[src/rtl/fifo_drain_arbiter.sv]
// fifo_drain_arbiter: round-robin drain of NUM_FIFOS source FIFOs into one
// registered valid/ready sink, holding each grant for up to BURST_LEN entries.
// Optional macro FIFO_DRAIN_ARB_PRIO_EN adds prio_i; when any flagged source is
// non-empty, the next grant is chosen only among the flagged sources.
module fifo_drain_arbiter #(
  parameter int unsigned DATA_WIDTH = 32,
  parameter int unsigned NUM_FIFOS  = 4,
  parameter int unsigned BURST_LEN  = 4,
  parameter int unsigned IDX_WIDTH  = $clog2(NUM_FIFOS)
) (
  input  logic                            clk,
  input  logic                            rst,
  input  logic [NUM_FIFOS-1:0]            fifo_empty_i,
  input  logic [NUM_FIFOS*DATA_WIDTH-1:0] fifo_data_i,
`ifdef FIFO_DRAIN_ARB_PRIO_EN
  input  logic [NUM_FIFOS-1:0]            prio_i,
`endif
  output logic [NUM_FIFOS-1:0]            fifo_drop_o,
  output logic [DATA_WIDTH-1:0]           out_data,
  output logic [IDX_WIDTH-1:0]            out_src,
  output logic                            out_valid,
  input  logic                            out_ready,
  output logic                            grant_valid,
  output logic [IDX_WIDTH-1:0]            grant_idx
);

  localparam int unsigned          CNT_WIDTH = $clog2(BURST_LEN + 1);
  localparam logic [CNT_WIDTH-1:0] LAST_BEAT = CNT_WIDTH'(BURST_LEN - 1);
  localparam logic [IDX_WIDTH-1:0] LAST_IDX  = IDX_WIDTH'(NUM_FIFOS - 1);

  typedef enum logic {IDLE = 1'b0, SERVE = 1'b1} state_t;

  state_t                state;
  state_t                state_nxt;
  logic [CNT_WIDTH-1:0]  burst_cnt;
  logic [IDX_WIDTH-1:0]  last_served;
  logic [DATA_WIDTH-1:0] head [NUM_FIFOS];
  logic [NUM_FIFOS-1:0]  req_c;
  logic [IDX_WIDTH-1:0]  pick_c;
  logic [IDX_WIDTH-1:0]  rr_cand;
  logic                  rr_found;
  logic                  any_req_c;
  logic                  load_en_c;
  logic                  head_empty_c;
  logic                  burst_end_c;
  logic                  pop_c;
  logic                  leave_c;

  // Unpack the flat head bus into one entry per source
  always_comb begin
    for (int unsigned k = 0; k < NUM_FIFOS; k++) begin
      head[k] = fifo_data_i[k*DATA_WIDTH +: DATA_WIDTH];
    end
  end

  // Candidate set for the next grant; flagged sources shadow the rest when present
  always_comb begin
    req_c = ~fifo_empty_i;
`ifdef FIFO_DRAIN_ARB_PRIO_EN
    if (|(~fifo_empty_i & prio_i)) begin
      req_c = ~fifo_empty_i & prio_i;
    end
`endif
  end

  // Round-robin search starting just after the last served source
  always_comb begin
    pick_c   = '0;
    rr_found = 1'b0;
    rr_cand  = '0;
    for (int unsigned i = 1; i <= NUM_FIFOS; i++) begin
      rr_cand = IDX_WIDTH'((32'(last_served) + i) % NUM_FIFOS);
      if (!rr_found && req_c[rr_cand]) begin
        pick_c   = rr_cand;
        rr_found = 1'b1;
      end
    end
  end

  assign any_req_c    = |req_c;
  assign load_en_c    = ~out_valid | out_ready;
  assign head_empty_c = fifo_empty_i[grant_idx];
  assign burst_end_c  = (burst_cnt == LAST_BEAT);
  assign pop_c        = (state == SERVE) & load_en_c & ~head_empty_c & ~rst;
  assign leave_c      = (state == SERVE) & load_en_c & (head_empty_c | burst_end_c);

  // State register
  always_ff @(posedge clk) begin
    if (rst) state <= IDLE;
    else     state <= state_nxt;
  end

  // Next-state: one IDLE cycle per grant, SERVE until burst limit or source runs dry
  always_comb begin
    state_nxt = state;
    case (state)
      IDLE:  if (any_req_c) state_nxt = SERVE;
      SERVE: if (leave_c)   state_nxt = IDLE;
    endcase
  end

  // Outputs decoded from state: pop pulse for the granted source only
  always_comb begin
    fifo_drop_o = '0;
    grant_valid = (state == SERVE);
    if (pop_c) fifo_drop_o[grant_idx] = 1'b1;
  end

  // Grant, burst count, fairness pointer and output register
  always_ff @(posedge clk) begin
    if (rst) begin
      burst_cnt   <= '0;
      last_served <= LAST_IDX;
      grant_idx   <= '0;
      out_data    <= '0;
      out_src     <= '0;
      out_valid   <= 1'b0;
    end else begin
      if (out_valid && out_ready) out_valid <= 1'b0;
      if ((state == IDLE) && any_req_c) begin
        grant_idx <= pick_c;
        burst_cnt <= '0;
      end
      if (pop_c) begin
        out_data  <= head[grant_idx];
        out_src   <= grant_idx;
        out_valid <= 1'b1;
        burst_cnt <= burst_cnt + CNT_WIDTH'(1);
      end
      if (leave_c) last_served <= grant_idx;
    end
  end

endmodule

[config.mk]
export PLATFORM = sky130hd
export DESIGN_NAME = fifo_drain_arbiter
export DESIGN_NICKNAME = d
export VERILOG_FILES = /design/src/rtl/fifo_drain_arbiter.sv
export SDC_FILE = /design/constraint.sdc
export NUM_CORES = 1
export LEC_CHECK = 0
export ABC_AREA = 1
export CAP_MARGIN = 10
export CORE_ASPECT_RATIO = 0.8
export CORE_MARGIN = 2
export CORE_UTILIZATION = 40
export DETAILED_ROUTE_END_ITERATION = 16
export GPL_TIMING_DRIVEN = 0
export PLACE_DENSITY = 0.95
export SLEW_MARGIN = 20
export SYNTH_ARGS = -nofsm -noshare
export SYNTH_HDL_FRONTEND = slang
export SYNTH_SLANG_ARGS = --single-unit
[constraint.sdc]
create_clock -name clk -period 3.4 [get_ports clk]
set_input_delay 0.68 -clock clk [delete_from_list [all_inputs] [get_ports clk]]
set_output_delay 0.68 -clock clk [all_outputs]
set_load 0.1 [all_outputs]
-- Word level (Yosys, flattened, before mapping)
Index checks and enable logic that the tools add are counted.
- add/subtract/negate cells: 5
- $mul: 0
- divide/modulo/power cells: 0
- magnitude comparators: 7
- eq/ne operators: 1
- shifts and indexed selects: 0
- multiplexer cells: 30
- bitwise gates (word level): 12
- reductions and logical operators: 12
- operator list (operator ; count):
    binary-select mux 32 bit (select 2 bit) ; 1
    2-to-1 mux 32 bit ; 2
    less-than comparator 2 x 3 -> 1 bit, second input constant ; 5
    2-to-1 mux 1 bit ; 13
    binary-select mux 1 bit (select 2 bit) ; 5
    2-to-1 mux 2 bit ; 4
    logical AND 1 bit ; 6
    2-to-1 mux 3 bit ; 2
    adder 2 x 1 -> 2 bit, second input constant ; 2
    adder 2 bit, second input constant ; 2
    bitwise AND 1 bit ; 4
    2-to-1 mux 4 bit ; 1
    inverter 1 bit ; 4
    inverter 4 bit ; 1
    nonzero test 2 bit ; 2
    OR reduction 4 bit ; 1
    adder 3 x 1 -> 3 bit, second input constant ; 1
    equality test 3 x 2 -> 1 bit, second input constant ; 1
    greater-or-equal comparator 3 bit, second input constant ; 1
    zero test 1 bit ; 3
    inverter 2 -> 3 bit ; 1
    demux 1 bit (select 2 bit) ; 1
    greater-or-equal comparator 2 x 1 -> 1 bit, second input constant ; 1
    bitwise OR 1 bit ; 2
    case mux 1 bit (2 select lines) ; 1
- bits in registers: 43
- bits in latches: 0
- RAM bits: 0
- ROM bits: 0
- bits of input ports: 135
- output and inout bits: 42
- word-level logic and storage cells: 74
- memories: 0

-- Logic depth before layout (Yosys ltp)
- depth in word-level cells: 13
- mapped depth: 11
- depth with buffers taken out: 10

-- Worst setup path after synthesis
Ideal clock, no wire load.
- path type: reg-to-output
- start: register grant_idx[1]
- end: output fifo_drop_o[1]
- data arrival time: 3.064 ns
- required time: 2.720 ns
- path slack: -0.344 ns
- cell stages (with the launch flop): 5
- path buffers: 1
- cells stage by stage: dfxtp_1 buf_4 mux2i_4 nand3_1 nor2_1
- longest elaborated chain between the ends: 6
- elaborated cells on any way between the ends: 11
- classes of those cells: 2 x order compare; 5 x mux; 3 x bitwise; 1 x reduce/logical
- RTL lines (what ; line ; RTL):
    start, declared ; 24 ; output logic [IDX_WIDTH-1:0] grant_idx
    start signal, assigned ; 121 ; grant_idx <= pick_c;
    parallel branches: the longest is 5 deep, another holds less-than comparator 2 x 3 -> 1 bit ; n/a ;
    2-to-1 mux 4 bit * ; 106 ; if (pop_c) fifo_drop_o[grant_idx] = 1'b1;
    end, declared ; 18 ; output logic [NUM_FIFOS-1:0] fifo_drop_o,
Mark *: on every way between the ends. The select of a mux whose other input is x is not followed.

-- Final worst setup path
- start: input fifo_empty_i[0]
- end: output fifo_drop_o[0]
- longest elaborated chain between the ends: 6
- RTL lines (what ; line ; RTL):
    start, declared ; 13 ; input logic [NUM_FIFOS-1:0] fifo_empty_i,
    binary-select mux 1 bit (select 2 bit) ; 82 ; assign head_empty_c = fifo_empty_i[grant_idx];
    2-to-1 mux 1 bit (implied by the code) ; 82 ;
    inverter 1 bit ; 84 ; assign pop_c = (state == SERVE) & load_en_c & ~head_empty_c & ~rst;
    bitwise AND 1 bit (2 in series) ; 84 ;
    2-to-1 mux 4 bit ; 106 ;
No other way between the ends. The select of a mux whose other input is x is not followed.

==> results by group <==
Run status
  – Status: finished clean

Floorplan
  – Area of the die: about 0.008 mm^2
  – Chip width: around 100 um
  – Initial Util: 0.415
  – Core area: 0.00689 mm^2
  – I/O Pins: about 180
  – DIE HEIGHT: about 80 um
  – Rows: 27

Setup path
  – Startpoint Class: primary input
  – Crit path max-delay family: buffers and inverters
  – CP required: 2720 ps
  – Critical path class: primary input to output port
  – CP max stage delay: 480 ps
  – CP max stage cell: clkdlybuf4s50_1
  – CP Capture Type: output port
  – Arrival time worst endpoint: ~2600 ps
  – Bufs and invs on worst path: 4
  – CP Max Fanout: 10
  – Critical Path, Cell by Cell: clkdlybuf4s50_1 > inv_1 > o21ai_1 > mux2i_4 > nand2_4 > buf_2 > nor3_4 > clkbuf_4

Global route
  – Initial antenna violation count: 0
  – Gr usage total: 0.300
  – Vias in the first global route: 3817
  – Largest net degree at the start of global routing: 13
  – Gr ovfl total: 0
  – First-pass GRT wire length: 18.8 mm

Placed design
  – Port buffer count: 175
  – HPWL after DPL: roughly 9.4 mm
  – Gpl congestion: 0.910
  – Dpl cell area: around 0.0047 mm^2

Clock network
  – CTS tree: done
  – Htree depth: 2
  – Skew-Pair Late Insertion Delay: 300 ps
  – Clk buf depth: 2
  – Root Driver: clkbuf_8
  – Clock-pin slew on the worst setup and hold paths: about 80 ps
  – Clock sink count: 43
  – Total CTS buffers: 5

Yosys
  – Top_reg_cell synth: dfxtp_1
  – Post-Syn Area: 0.00286 mm^2
  – Syn Inst Count: 458
  – Synthesized Nets: just under 600
  – Synth Register Bits: 43
  – Asr flop ratio synth: 0
  – Post-Syn Area per Cell: between 6 and 7 um^2
  – YS warnings: 0
  – Synth unique cells: 21
  – Post-synth EDFFs: 0
  – Sequential element share of the synthesized area: 0.301

Layout
  – FF/Latch Area: approximately 860 um^2
  – Layout fillers: approximately 620
  – Final instance area: 0.00481 mm^2
  – Nets: 777
  – Layout cells sized above 1: 0.0641
  – Synth-to-layout area growth: 68.4%
  – Ant diodes: 0
  – Final Util: 0.698
  – Multi-input logic area: approximately 0.0017 mm^2

Detailed routing
  – Post-route DRC: 0
  – Total wire length: 12.2 mm
  – Pre-Repair DR Iteration Count: 5
  – Vias post-DR: 4125
  – DR iter-0 viols: just over 200
  – Vias per cell: 5.67
  – ANT nets after route: 0
  – DR WL/cell: between 15 and 20 um

Timing
  – Fmax: 304 MHz
  – Final setup violation count: 0
  – Fin crit period: 3290 ps
  – Setup TNS: 0 ps
  – Endpoints failing hold: 0
  – RSZ-0062 raised after global routing: no
  – Least-Margin Pin Slew: 1010 ps
  – Worst clock skew: around 4.6 ps
  – Fin. max-slew vios: 0
  – Fin crit share: 0.968
  – Worst rel slew slack: 0.323

Power
  – Leak Pwr: around 1.9 nW
  – PwrDens: 440 mW/mm^2
  – Worst VDD drop: 0.000230 V

Job
  – Max-cap viol count: 0

Hold path
  – HP Class: register to register
worst paths after layout:
check,to,slack (ps),cells past startpoint,startpoint
worst min register to register,out_data[12]$_SDFFE_PP0P_,460,2,out_data[12]$_SDFFE_PP0P_
worst min-delay path,out_data[12]$_SDFFE_PP0P_,460,2,out_data[12]$_SDFFE_PP0P_
worst max-delay path,fifo_drop_o[0],110,8,fifo_empty_i[0]
worst max register to register,out_data[1]$_SDFFE_PP0P_,1570,7,grant_idx[0]$_SDFFE_PP0P_
layer usage:
layer | vias to the layer above | global-route usage | routed length (um)
met4 | 0 | 0.108 | 255
met1 | 1899 | 0.384 | 4890
met5 | - | 0 | 0
li1 | 1952 | - | -
met2 | 246 | 0.504 | 5790
met3 | 28 | 0.0613 | 1240
through the flow:
stage	std cells	worst slack, ps	hold slack (ps)	total power [mW]
final	727	109	463	2.12
after global routing	727	14.8	482	2.23
after CTS	727	3.72	463	2.11
after detailed placement	720	-673	451	1.72
after global placement	720	-685	448	1.71
after floorplan	458	-344	444	1.32
area by class of cell:
class,instances,share of cell area
buffer,43,0.0460
clock buffer,6,0.0151
clock inverter,1,0.00624
inverter,14,0.0109
multi-input combinational,358,0.360
sequential,43,0.179
tap,87,0.0226
timing repair buffer,175,0.360
state kept, by name, summed over array words and instances, names as in the netlist:
name         flops
out_data        32
burst_cnt        3
grant_idx        2
grant_valid      1
out_src          2
last_served      2
out_valid        1
cells in the mapped netlist (all sizes together) (2+ instances only):
cell      n  area [um^2]
dfxtp    43          861
buf      29          169
nand4    34          213
clkbuf   14         52.6
ha        2         25.0
a21oi    41          205
inv      13         48.8
nand3   140          701
nor2      9         36.3
o21ai     9         45.0
nand2   120          458
where the power goes:
part	internal, mW	switching [mW]	leakage, nW	total [mW]
clock	0.215	0.174	0.0513	0.389
sequential	0.541	0.0228	0.349	0.564
combinational	0.392	0.774	1.45	1.17
total	1.15	0.970	1.85	2.12
cells in the final DEF, fill, tap and decap left out, drive strengths merged:
cell type,count
nand4,34
clkbuf,21
a21oi,41
nor3,1
ha,2
o21ai,9
mux2i,1
nor2,9
bufinv,1
nand2,120
a41oi,1
nand3,140
clkdlybuf4s50,171
buf,32
dfxtp,43
clkinv,1
inv,13
worst min-delay path, cell delays in order (launching register included):
cell     delay, ps
dfxtp_1        310
nand2_1         60
a21oi_1         50
cells by family (layout without fill, tap and decap cells):
family	after synthesis	after routing	synth area share
compound gates	51	51	0.0906
fa+ha+maj	2	2	0.00875
buf+inv	57	239	0.0958
flops	43	43	0.301
mux	1	1	0.00788
simple gates	304	304	0.496
repair_timing:
item                                   CTS  global route
setup endpoints to repair                4             4
hold buffers                             0             0
endpoints found under the hold margin    0             0
buffers inserted                         0             0
gates resized for setup                 14             7
Power figures use the tool's default switching activity.
